===== src/rtl/router_pkg.sv =====
// Shared constants and types for the store-and-forward packet router.
package router_pkg;

    // Header layout: SA, DA, LEN (4 bytes LE), CRC (4 bytes LE), then payload
    localparam int unsigned SA_OFF    = 0;
    localparam int unsigned DA_OFF    = SA_OFF + 1;
    localparam int unsigned LEN_OFF   = DA_OFF + 1;
    localparam int unsigned CRC_OFF   = LEN_OFF + 4;
    localparam int unsigned HDR_BYTES = CRC_OFF + 4;

    localparam int unsigned DEF_MAX_PKT = 64;
    localparam int unsigned DEF_MIN_PKT = 11;

    localparam logic [7:0] ADDR_CTRL     = 8'h00;
    localparam logic [7:0] ADDR_IN_CNT   = 8'h04;
    localparam logic [7:0] ADDR_OUT_CNT  = 8'h08;
    localparam logic [7:0] ADDR_DROP_CNT = 8'h0C;

    typedef enum logic [2:0] {IDLE, RECV, CHECK, SEND, DROP} state_t;

endpackage


===== src/rtl/router_csr.sv =====
// Register block: CTRL enable, packet statistics counters and registered read data.
module router_csr
    import router_pkg::*;
(
    input  logic        clk,
    input  logic        reset,
    input  logic        wr,
    input  logic        rd,
    input  logic [7:0]  addr,
    input  logic [31:0] wdata,
    input  logic        pkt_in,
    input  logic        pkt_out,
    input  logic        pkt_drop,
    output logic [31:0] rdata,
    output logic        en
);

    logic        en_q, en_d;
    logic [31:0] in_cnt_q, in_cnt_d;
    logic [31:0] out_cnt_q, out_cnt_d;
    logic [31:0] drop_cnt_q, drop_cnt_d;
    logic [31:0] rdata_q, rdata_d;

    // Next-state for CTRL, counters and read data (read mux sees pre-write values)
    always_comb begin
        en_d       = en_q;
        in_cnt_d   = in_cnt_q;
        out_cnt_d  = out_cnt_q;
        drop_cnt_d = drop_cnt_q;
        rdata_d    = rdata_q;

        if (wr && (addr == ADDR_CTRL)) en_d = wdata[0];
        if (pkt_in)   in_cnt_d   = in_cnt_q + 32'd1;
        if (pkt_out)  out_cnt_d  = out_cnt_q + 32'd1;
        if (pkt_drop) drop_cnt_d = drop_cnt_q + 32'd1;

        if (rd) begin
            unique case (addr)
                ADDR_CTRL:     rdata_d = {31'd0, en_q};
                ADDR_IN_CNT:   rdata_d = in_cnt_q;
                ADDR_OUT_CNT:  rdata_d = out_cnt_q;
                ADDR_DROP_CNT: rdata_d = drop_cnt_q;
                default:       rdata_d = 32'd0;
            endcase
        end
    end

    // Register state; CTRL.EN comes out of reset enabled
    always_ff @(posedge clk or negedge reset) begin
        if (!reset) begin
            en_q       <= 1'b1;
            in_cnt_q   <= 32'd0;
            out_cnt_q  <= 32'd0;
            drop_cnt_q <= 32'd0;
            rdata_q    <= 32'd0;
        end else begin
            en_q       <= en_d;
            in_cnt_q   <= in_cnt_d;
            out_cnt_q  <= out_cnt_d;
            drop_cnt_q <= drop_cnt_d;
            rdata_q    <= rdata_d;
        end
    end

    assign rdata = rdata_q;
    assign en    = en_q;

endmodule


===== src/rtl/router_1x1.sv =====
// Single-port store-and-forward packet router with header validation and statistics.
// Optional build macro ROUTER_CRC_CHECK_EN: also require CRC == 32-bit sum of payload bytes.
module router_1x1
    import router_pkg::*;
#(
    parameter int unsigned MAX_PKT = DEF_MAX_PKT,
    parameter int unsigned MIN_PKT = DEF_MIN_PKT
) (
    input  logic        clk,
    input  logic        reset,
    input  logic [7:0]  dut_inp,
    input  logic        inp_valid,
    output logic [7:0]  dut_outp,
    output logic        outp_valid,
    output logic        busy,
    output logic        error,
    input  logic        wr,
    input  logic        rd,
    input  logic [7:0]  addr,
    input  logic [31:0] wdata,
    output logic [31:0] rdata
);

    localparam int unsigned AW    = $clog2(MAX_PKT);
    localparam int unsigned CNT_W = AW + 2;
    localparam int unsigned IDX_W = AW + 1;

    state_t             state_q, state_d;
    logic [CNT_W-1:0]   cnt_q, cnt_d;
    logic [IDX_W-1:0]   idx_q, idx_d;
    logic               en_pkt_q, en_pkt_d;
    logic               ign_q, ign_d;
    logic [7:0]         dout_q, dout_d;
    logic               outp_valid_q, outp_valid_d;
    logic               busy_q, busy_d;
    logic               error_q, error_d;

    logic [7:0]         pkt_mem_q [MAX_PKT];
    logic               buf_we_c;
    logic [AW-1:0]      buf_waddr_c;
    logic               pkt_in_c, pkt_out_c, pkt_drop_c;
    logic               en_c;
    logic               crc_bad_c;
    logic               bad_c;
    logic [31:0]        len_c;

    assign len_c = {pkt_mem_q[LEN_OFF+3], pkt_mem_q[LEN_OFF+2],
                    pkt_mem_q[LEN_OFF+1], pkt_mem_q[LEN_OFF]};

`ifdef ROUTER_CRC_CHECK_EN
    logic [31:0] sum_q, sum_d;

    // Running sum of payload bytes as they are stored
    always_comb begin
        sum_d = sum_q;
        if (buf_we_c && (buf_waddr_c == '0))
            sum_d = 32'd0;
        else if (buf_we_c && (32'(buf_waddr_c) >= HDR_BYTES))
            sum_d = sum_q + 32'(dut_inp);
    end

    // Payload sum register
    always_ff @(posedge clk or negedge reset) begin
        if (!reset) sum_q <= 32'd0;
        else        sum_q <= sum_d;
    end

    assign crc_bad_c = ({pkt_mem_q[CRC_OFF+3], pkt_mem_q[CRC_OFF+2],
                         pkt_mem_q[CRC_OFF+1], pkt_mem_q[CRC_OFF]} != sum_q);
`else
    assign crc_bad_c = 1'b0;
`endif

    assign bad_c = (32'(cnt_q) != len_c) || (len_c < MIN_PKT) || (len_c > MAX_PKT) || crc_bad_c;

    // Packet FSM next-state, buffer write control and registered output values
    always_comb begin
        state_d      = state_q;
        cnt_d        = cnt_q;
        idx_d        = idx_q;
        en_pkt_d     = en_pkt_q;
        ign_d        = ign_q & inp_valid;
        dout_d       = 8'd0;
        outp_valid_d = 1'b0;
        busy_d       = busy_q;
        error_d      = 1'b0;
        buf_we_c     = 1'b0;
        buf_waddr_c  = AW'(cnt_q);
        pkt_in_c     = 1'b0;
        pkt_out_c    = 1'b0;
        pkt_drop_c   = 1'b0;

        unique case (state_q)
            IDLE, DROP: begin
                state_d = IDLE;
                busy_d  = 1'b0;
                // A frame already being ignored must not be picked up mid-stream
                if (inp_valid && !ign_q) begin
                    state_d     = RECV;
                    cnt_d       = CNT_W'(1);
                    en_pkt_d    = en_c;
                    buf_we_c    = 1'b1;
                    buf_waddr_c = '0;
                end
            end
            RECV: begin
                if (inp_valid) begin
                    buf_we_c = (32'(cnt_q) < MAX_PKT);
                    if (cnt_q != '1) cnt_d = cnt_q + CNT_W'(1);
                end else begin
                    state_d  = CHECK;
                    busy_d   = 1'b1;
                    pkt_in_c = 1'b1;
                end
            end
            CHECK: begin
                if (!en_pkt_q) begin
                    state_d    = IDLE;
                    busy_d     = 1'b0;
                    pkt_drop_c = 1'b1;
                end else if (bad_c) begin
                    state_d    = DROP;
                    busy_d     = 1'b0;
                    error_d    = 1'b1;
                    pkt_drop_c = 1'b1;
                end else begin
                    state_d      = SEND;
                    outp_valid_d = 1'b1;
                    dout_d       = pkt_mem_q[0];
                    idx_d        = IDX_W'(1);
                end
            end
            SEND: begin
                outp_valid_d = 1'b1;
                dout_d       = pkt_mem_q[AW'(idx_q)];
                idx_d        = idx_q + IDX_W'(1);
                if (32'(idx_q) == (len_c - 32'd1)) begin
                    state_d   = IDLE;
                    busy_d    = 1'b0;
                    pkt_out_c = 1'b1;
                end
            end
            default: state_d = IDLE;
        endcase

        // A new frame arriving while busy is ignored and flagged once
        if (((state_q == CHECK) || (state_q == SEND)) && inp_valid && !ign_q) begin
            ign_d      = 1'b1;
            error_d    = 1'b1;
            pkt_drop_c = 1'b1;
        end
    end

    // FSM and output registers
    always_ff @(posedge clk or negedge reset) begin
        if (!reset) begin
            state_q      <= IDLE;
            cnt_q        <= '0;
            idx_q        <= '0;
            en_pkt_q     <= 1'b0;
            ign_q        <= 1'b0;
            dout_q       <= 8'd0;
            outp_valid_q <= 1'b0;
            busy_q       <= 1'b0;
            error_q      <= 1'b0;
        end else begin
            state_q      <= state_d;
            cnt_q        <= cnt_d;
            idx_q        <= idx_d;
            en_pkt_q     <= en_pkt_d;
            ign_q        <= ign_d;
            dout_q       <= dout_d;
            outp_valid_q <= outp_valid_d;
            busy_q       <= busy_d;
            error_q      <= error_d;
        end
    end

    // Packet buffer; contents are don't-care after reset
    always_ff @(posedge clk) begin
        if (buf_we_c) pkt_mem_q[buf_waddr_c] <= dut_inp;
    end

    router_csr u_csr (
        .clk      (clk),
        .reset    (reset),
        .wr       (wr),
        .rd       (rd),
        .addr     (addr),
        .wdata    (wdata),
        .pkt_in   (pkt_in_c),
        .pkt_out  (pkt_out_c),
        .pkt_drop (pkt_drop_c),
        .rdata    (rdata),
        .en       (en_c)
    );

    assign dut_outp   = dout_q;
    assign outp_valid = outp_valid_q;
    assign busy       = busy_q;
    assign error      = error_q;

endmodule


===== config.mk =====
export PLATFORM = sky130hd
export DESIGN_NAME = router_1x1
export DESIGN_NICKNAME = d
export VERILOG_FILES = /design/src/rtl/router_pkg.sv /design/src/rtl/router_csr.sv /design/src/rtl/router_1x1.sv
export SDC_FILE = /design/constraint.sdc
export NUM_CORES = 1
export LEC_CHECK = 0
export CELL_PAD_IN_SITES_DETAIL_PLACEMENT = 2
export CELL_PAD_IN_SITES_GLOBAL_PLACEMENT = 2
export CORE_MARGIN = 2
export CORE_UTILIZATION = 50
export DETAILED_ROUTE_END_ITERATION = 6
export GPL_ROUTABILITY_DRIVEN = 0
export PLACE_DENSITY_LB_ADDON = 0.1
export RECOVER_POWER = 100
export SYNTH_ARGS = -nofsm -noshare
export SYNTH_HDL_FRONTEND = slang
export SYNTH_SLANG_ARGS = --single-unit

===== constraint.sdc =====
create_clock -name clk -period 9 [get_ports clk]
set_clock_uncertainty 0.2 [all_clocks]
set_input_delay 1.8 -clock clk [delete_from_list [all_inputs] [get_ports clk]]
set_output_delay 1.8 -clock clk [all_outputs]
set_load 0.02 [all_outputs]

# --- Word level (Yosys, flattened, before mapping) ---
# Memory sizes are Yosys's and may differ from the RTL's.
# Cells that the tools add are included.
classes:
  n_addsub: 6
  n_lt_le_gt_ge: 3
  eq_ne: 18
  mux: 44
  bitwise: 1
  reduce_logical: 19
op_table:
  columns: ["op", "count"]
  rows:
  - ["32-bit case mux with 4 select lines", 1]
  - ["32-bit by 1-bit adder with 32-bit output, second input constant", 3]
  - ["8-bit 2-to-1 mux", 5]
  - ["7-bit by 32-bit equality test with 1-bit output", 1]
  - ["32-bit by 7-bit greater-than comparator with 1-bit output, second input constant", 1]
  - ["32-bit by 4-bit less-than comparator with 1-bit output, second input constant", 1]
  - ["8-bit by 32-bit inequality test with 1-bit output", 1]
  - ["8-bit case mux with 2 select lines", 2]
  - ["32-bit by 1-bit subtractor with 32-bit output, second input constant", 1]
  - ["1-bit 2-to-1 mux", 23]
  - ["8-bit by 4-bit equality test with 1-bit output, second input constant", 2]
  - ["7-bit 2-to-1 mux", 2]
  - ["2-bit inequality test, second input constant", 7]
  - ["7-bit case mux with 2 select lines", 1]
  - ["3-bit 2-to-1 mux", 4]
  - ["6-bit 2-to-1 mux", 2]
  - ["3-bit case mux with 4 select lines", 1]
  - ["8-bit by 1-bit adder with 8-bit output, second input constant", 1]
  - ["8-bit by 3-bit equality test with 1-bit output, second input constant", 1]
  - ["8-bit zero test", 1]
  - ["8-bit by 7-bit less-than comparator with 1-bit output, second input constant", 1]
  - ["8-bit inequality test, second input constant", 1]
  - ["4-bit AND reduction", 2]
  - ["7-bit by 1-bit adder with 7-bit output, second input constant", 1]
  - ["other kinds (16)", 25]
word_totals:
  register_bits: 160
  mem_bits_rw: 512
  input_bits: 53
  out_inout_bits: 43
  word_cells: 106
  n_memories: 1
memory_table:
  columns: ["memory", "depth", "word_bits", "rd", "rd_ports_with_merged_regs", "write_ports", "line", "rtl"]
  rows:
  - ["pkt_mem_q", 64, 8, 6, 0, 1, "router_1x1.sv:38", "logic [7:0] pkt_mem_q [MAX_PKT];"]

# --- Depth between registers and ports, before layout ---
# An unclocked memory read counts as a cell.
logic_depth:
  ltp_word: 8
  depth_mapped: 14
  mapped_depth_nobuf: 10

# --- Cells and area by module ---
# Synthesis repeated with hierarchy kept, for this count alone.
hier_totals:
  cells_unflattened: 1645
  hier_area_um2: 27990.6
modules_own_cells:
  columns: ["module", "n_inst", "cells_each", "area_per_inst_um2", "seq_area_each_um2"]
  rows:
  - ["router_1x1", 1, 1098, 21818.4, 16150.5]
  - ["router_csr", 1, 547, 6172.2, 3229.3]

# --- Least setup slack after synthesis ---
# Ideal clock, no wire load.
synth_path:
  path_kind: "input port to flip-flop"
  from: "input port inp_valid"
  to: "register u_csr.in_cnt_q[31]"
  setup_time_ns: 0.123
  arrival_time_ns: 4.043
  required_ns: 8.677
  path_slack_ns: 4.634
  stages: 8
  path_buffers: 0
  path_cell_list: "nor4b_1 -> nand4_1 -> nor3_1 -> and2_1 -> nor2b_1 -> nor2b_1 -> nand4_1 -> xnor2_1"
synth_via:
  elab_chain_len: 2
synth_rtl:
  columns: ["element", "line", "rtl"]
  rows:
  - ["from (decl)", "router_1x1.sv:12", "input logic inp_valid,"]
  - ["1-bit 2-to-1 mux", "router_1x1.sv:107", "if (inp_valid) begin"]
  - ["1-bit 2-to-1 mux", "router_1x1.sv:93", "unique case (state_q)"]
  - ["to (signal assigned)", "router_csr.sv:58", "in_cnt_q <= in_cnt_d;"]
  - ["to (decl)", "router_csr.sv:19", "logic [31:0] in_cnt_q, in_cnt_d;"]
# Every way passes these cells.
# A chain may end at the register's enable or synchronous reset.

==> impl_metrics.py <==
metrics = {
    "clock_network": {
        "cts_root_buffer": "clkbuf_16",
        "clk_path_buf_depth": 3,
        "cts_max_level": 3,
        "clk_pin_slew_ps": 60,
        "ctsHoldBuffers": 0,
        "clk_latency_ps": 630,
        "cts_sinks": 672,
        "cts_made_buffers": 71,
        "cts_tree": "yes",
        "cts_resized": 0,
        "post_cts_buffers": 0,
    },
    "sta": {
        "finalSetupViolations": 0,
        "slew_headroom_pct": -184,
        "rsz0062_at_grt": "false",
        "min_period_ps": 6080,
        "finalCritPeriodShare_pct": 67.5,
        "clock.fmax_mhz": 164,
        "finalMaxSlewViolations": 650,
        "fin_ws_ps": 2920,
        "tightest_slew_ps": 4260,
        "hold_viol": 0,
        "fin_tns_setup_ps": 0,
    },
    "synth": {
        "ys_seq_area_share_pct": 69.2,
        "synth_top_area_share_pct": 54.9,
        "synth_top_cell_by_area": "edfxtp_1",
        "synth_cells": 1640,
        "ys_async_sr_fraction_pct": 23.8,
        "synth_edf_count": 512,
        "yosys-top-cells-count": "512 x edfxtp_1, 169 x mux4_2, 159 x dfrtp_1",
        "ys_top_cells_by_area": "edfxtp_1 55%, dfrtp_1 14%, mux4_2 14%",
        "postSynthRegisterBits": 672,
        "post-synth-top-count-cell": "edfxtp_1",
        "ys_warn_count": 0,
        "synth.avg_cell_area_um2": 17.1,
        "yosys.cell_types.count": 64,
        "synth_area_um2": 28000,
        "synth_nets": 1700,
        "synthFlopType": "edfxtp_1",
    },
    "global_routing": {
        "grt_first_pass_wirelength_mm": 120,
        "grtUsageTotal_pct": 29.0,
        "antenna_found_initial": 1,
        "grt_start_max_net_pins": 88,
        "grt_pass1_vias": 17300,
        "grt_overflow": 0,
    },
    "drt": {
        "drt_iter0_drc": 1354,
        "dr.pass1.iters": 5,
        "num_vias": 15700,
        "avgRoutedWirePerCell_um": 32.0,
        "remaining_drc_errors": 0,
        "drt-total-wl_mm": 80.5,
        "ant_nets": 0,
        "viasPerCell": 6.24,
    },
    "power_and_ir_drop": {
        "seqPwrFrac_pct": 43.9,
        "p_int_uw": 5860,
        "clock_power_share_pct": 35.1,
        "switching_share_pct": 28.4,
        "power.switching_uw": 2320,
        "max-vdd-ir-drop_mv": 0.200,
        "leakagePower_uw": 0.0107,
        "powerDensity_nw_per_um2": 259,
        "pwr-share-comb_pct": 21.1,
    },
    "setup_path": {
        "worstSetupPathType": "in -> async",
        "slowest_stage": "clkbuf_1",
        "crit_required_ps": 8520,
        "slowest_delay_ps": 3030,
        "crit_fanout": 87,
        "cpLargestDelayFamily": "buffers and inverters",
        "worstSetupStartpoint": "reset",
        "path_cells": "buf_6 -> clkbuf_1",
        "cp_num_buf_inv": 2,
        "critPathCaptureType": "async pin",
        "cp.depth": 2,
        "start_kind": "primary input",
        "ff2ff_path_depth": 8,
        "crit_arrival_ps": 5600,
        "r2r_start": "pkt_mem_q[3][3]$_DFFE_PP_",
    },
    "finish": {
        "drive_gt1_share_pct": 18.8,
        "fin_nets": 1773,
        "instances_no_fill": 2516,
        "syn_to_final_growth_pct": 12.6,
        "multi_input_area_um2": 8060,
        "nFillCells": 4660,
        "register_area_um2": 19400,
    },
    "placed_design": {
        "hpwl_mm": 50.5,
        "dp.cells": 2388,
        "io_buffers": 64,
        "dpl_worst_slack_ps": 3330,
    },
    "job": {
        "drv_cap": 12,
    },
    "floorplan": {
        "core-area_um2": 55200,
        "start_util_pct": 50.7,
        "dieArea_um2": 57900,
        "die_h_um": 241,
        "io_pins": 96,
        "die_x_um": 241,
        "rows": 86,
    },
    "run_status": {
        "violations": "max-capacitance violations, max-slew violations",
        "outcome": "finished, violations left",
    },
    "worst_hold_path": {
        "holdPathStages": 1,
        "hold_class": "reg -> reg",
        "hold_start": "busy$_DFFE_PN0P_",
    },
}
## registers in the layout, summed over array words and instances, names as in the netlist
register / count
cnt_q: 8
dut_outp: 8
u_csr.rdata: 32
idx_q: 7
u_csr.en: 1
en_pkt_q: 1
outp_valid: 1
state_q: 3
ign_q: 1
u_csr.out_cnt_q: 32
error: 1
busy: 1
u_csr.drop_cnt_q: 32
pkt_mem_q: 512
u_csr.in_cnt_q: 32
## cells in the final DEF (no fill, tap or decap), drive strengths merged, types with 28 or more instances in the layout
cell type / n
a22oi: 31
clkbuf: 111
dfrtp: 159
dlygate4sd3: 45
edfxtp: 512
inv: 51
mux2: 33
mux4: 169
nand2: 77
nand3: 53
nand4: 28
nor2: 121
o22ai: 31
xnor2: 85
xor2: 35
## stage by stage
step	power [uW]	utilization (%)	cell area, um^2	hold slack (ps)
floorplan	4720	-	28000	240
global placement	5300	53.2	29400	259
detailed placement	5370	53.2	29400	276
CTS	8260	57.3	31600	291
global route	8440	57.1	31500	324
finish	8180	57.2	31500	279
## final cells by class
| cell class | count | area share [%] |
|---|---|---|
| Multi-Input combinational cell | 833 | 25.6 |
| Tap cell | 748 | 2.97 |
| Inverter | 50 | 0.595 |
| Clock inverter | 29 | 0.773 |
| Sequential cell | 672 | 61.5 |
| Clock buffer | 98 | 6.38 |
| Timing Repair Buffer | 85 | 2.27 |
| Antenna cell | 1 | 0.00793 |
## routing by layer
metal  up-vias  share of wire (%)  track usage, %
li1       6559                  -               -
met1      8495                 41            39.1
met2       509                 51            49.3
met3       143                5.4            4.86
met4         2                2.4            7.68
met5         -              0.015               0
## power by group through the flow
stage	registers (uW)	clock network (uW)	logic [uW]
3_3_place_gp	3630	0	1670
6_report	3590	2870	1720
3_5_place_dp	3640	0	1730
4_1_cts	3580	2920	1760
2_1_floorplan	3540	0	1180
5_1_grt	3600	3010	1830
## logic make-up after synthesis
group	share of synthesized area [%]
flip-flops	69.2
AND/OR/NAND/NOR	7.15
multiplexers	15.0
buffers and inverters	1.96
XOR/XNOR	3.78
AO/OA/AOI/OAI	2.65
adder cells (fa/ha/maj)	0.313
## worst paths after layout
path | endpoint | slack [ps]
max reg2reg | u_csr.drop_cnt_q[25]$_DFFE_PN0P_ | 3840
max | u_csr.out_cnt_q[5]$_DFFE_PN0P_ | 2920
min | busy$_DFFE_PN0P_ | 280
max in group clk | u_csr.rdata[13]$_DFFE_PN0P_ | 3250
min in group asynchronous | dut_outp[5]$_DFF_PN0_ | 1070
min reg2reg | busy$_DFFE_PN0P_ | 280
(Power assumes the default switching activity.)
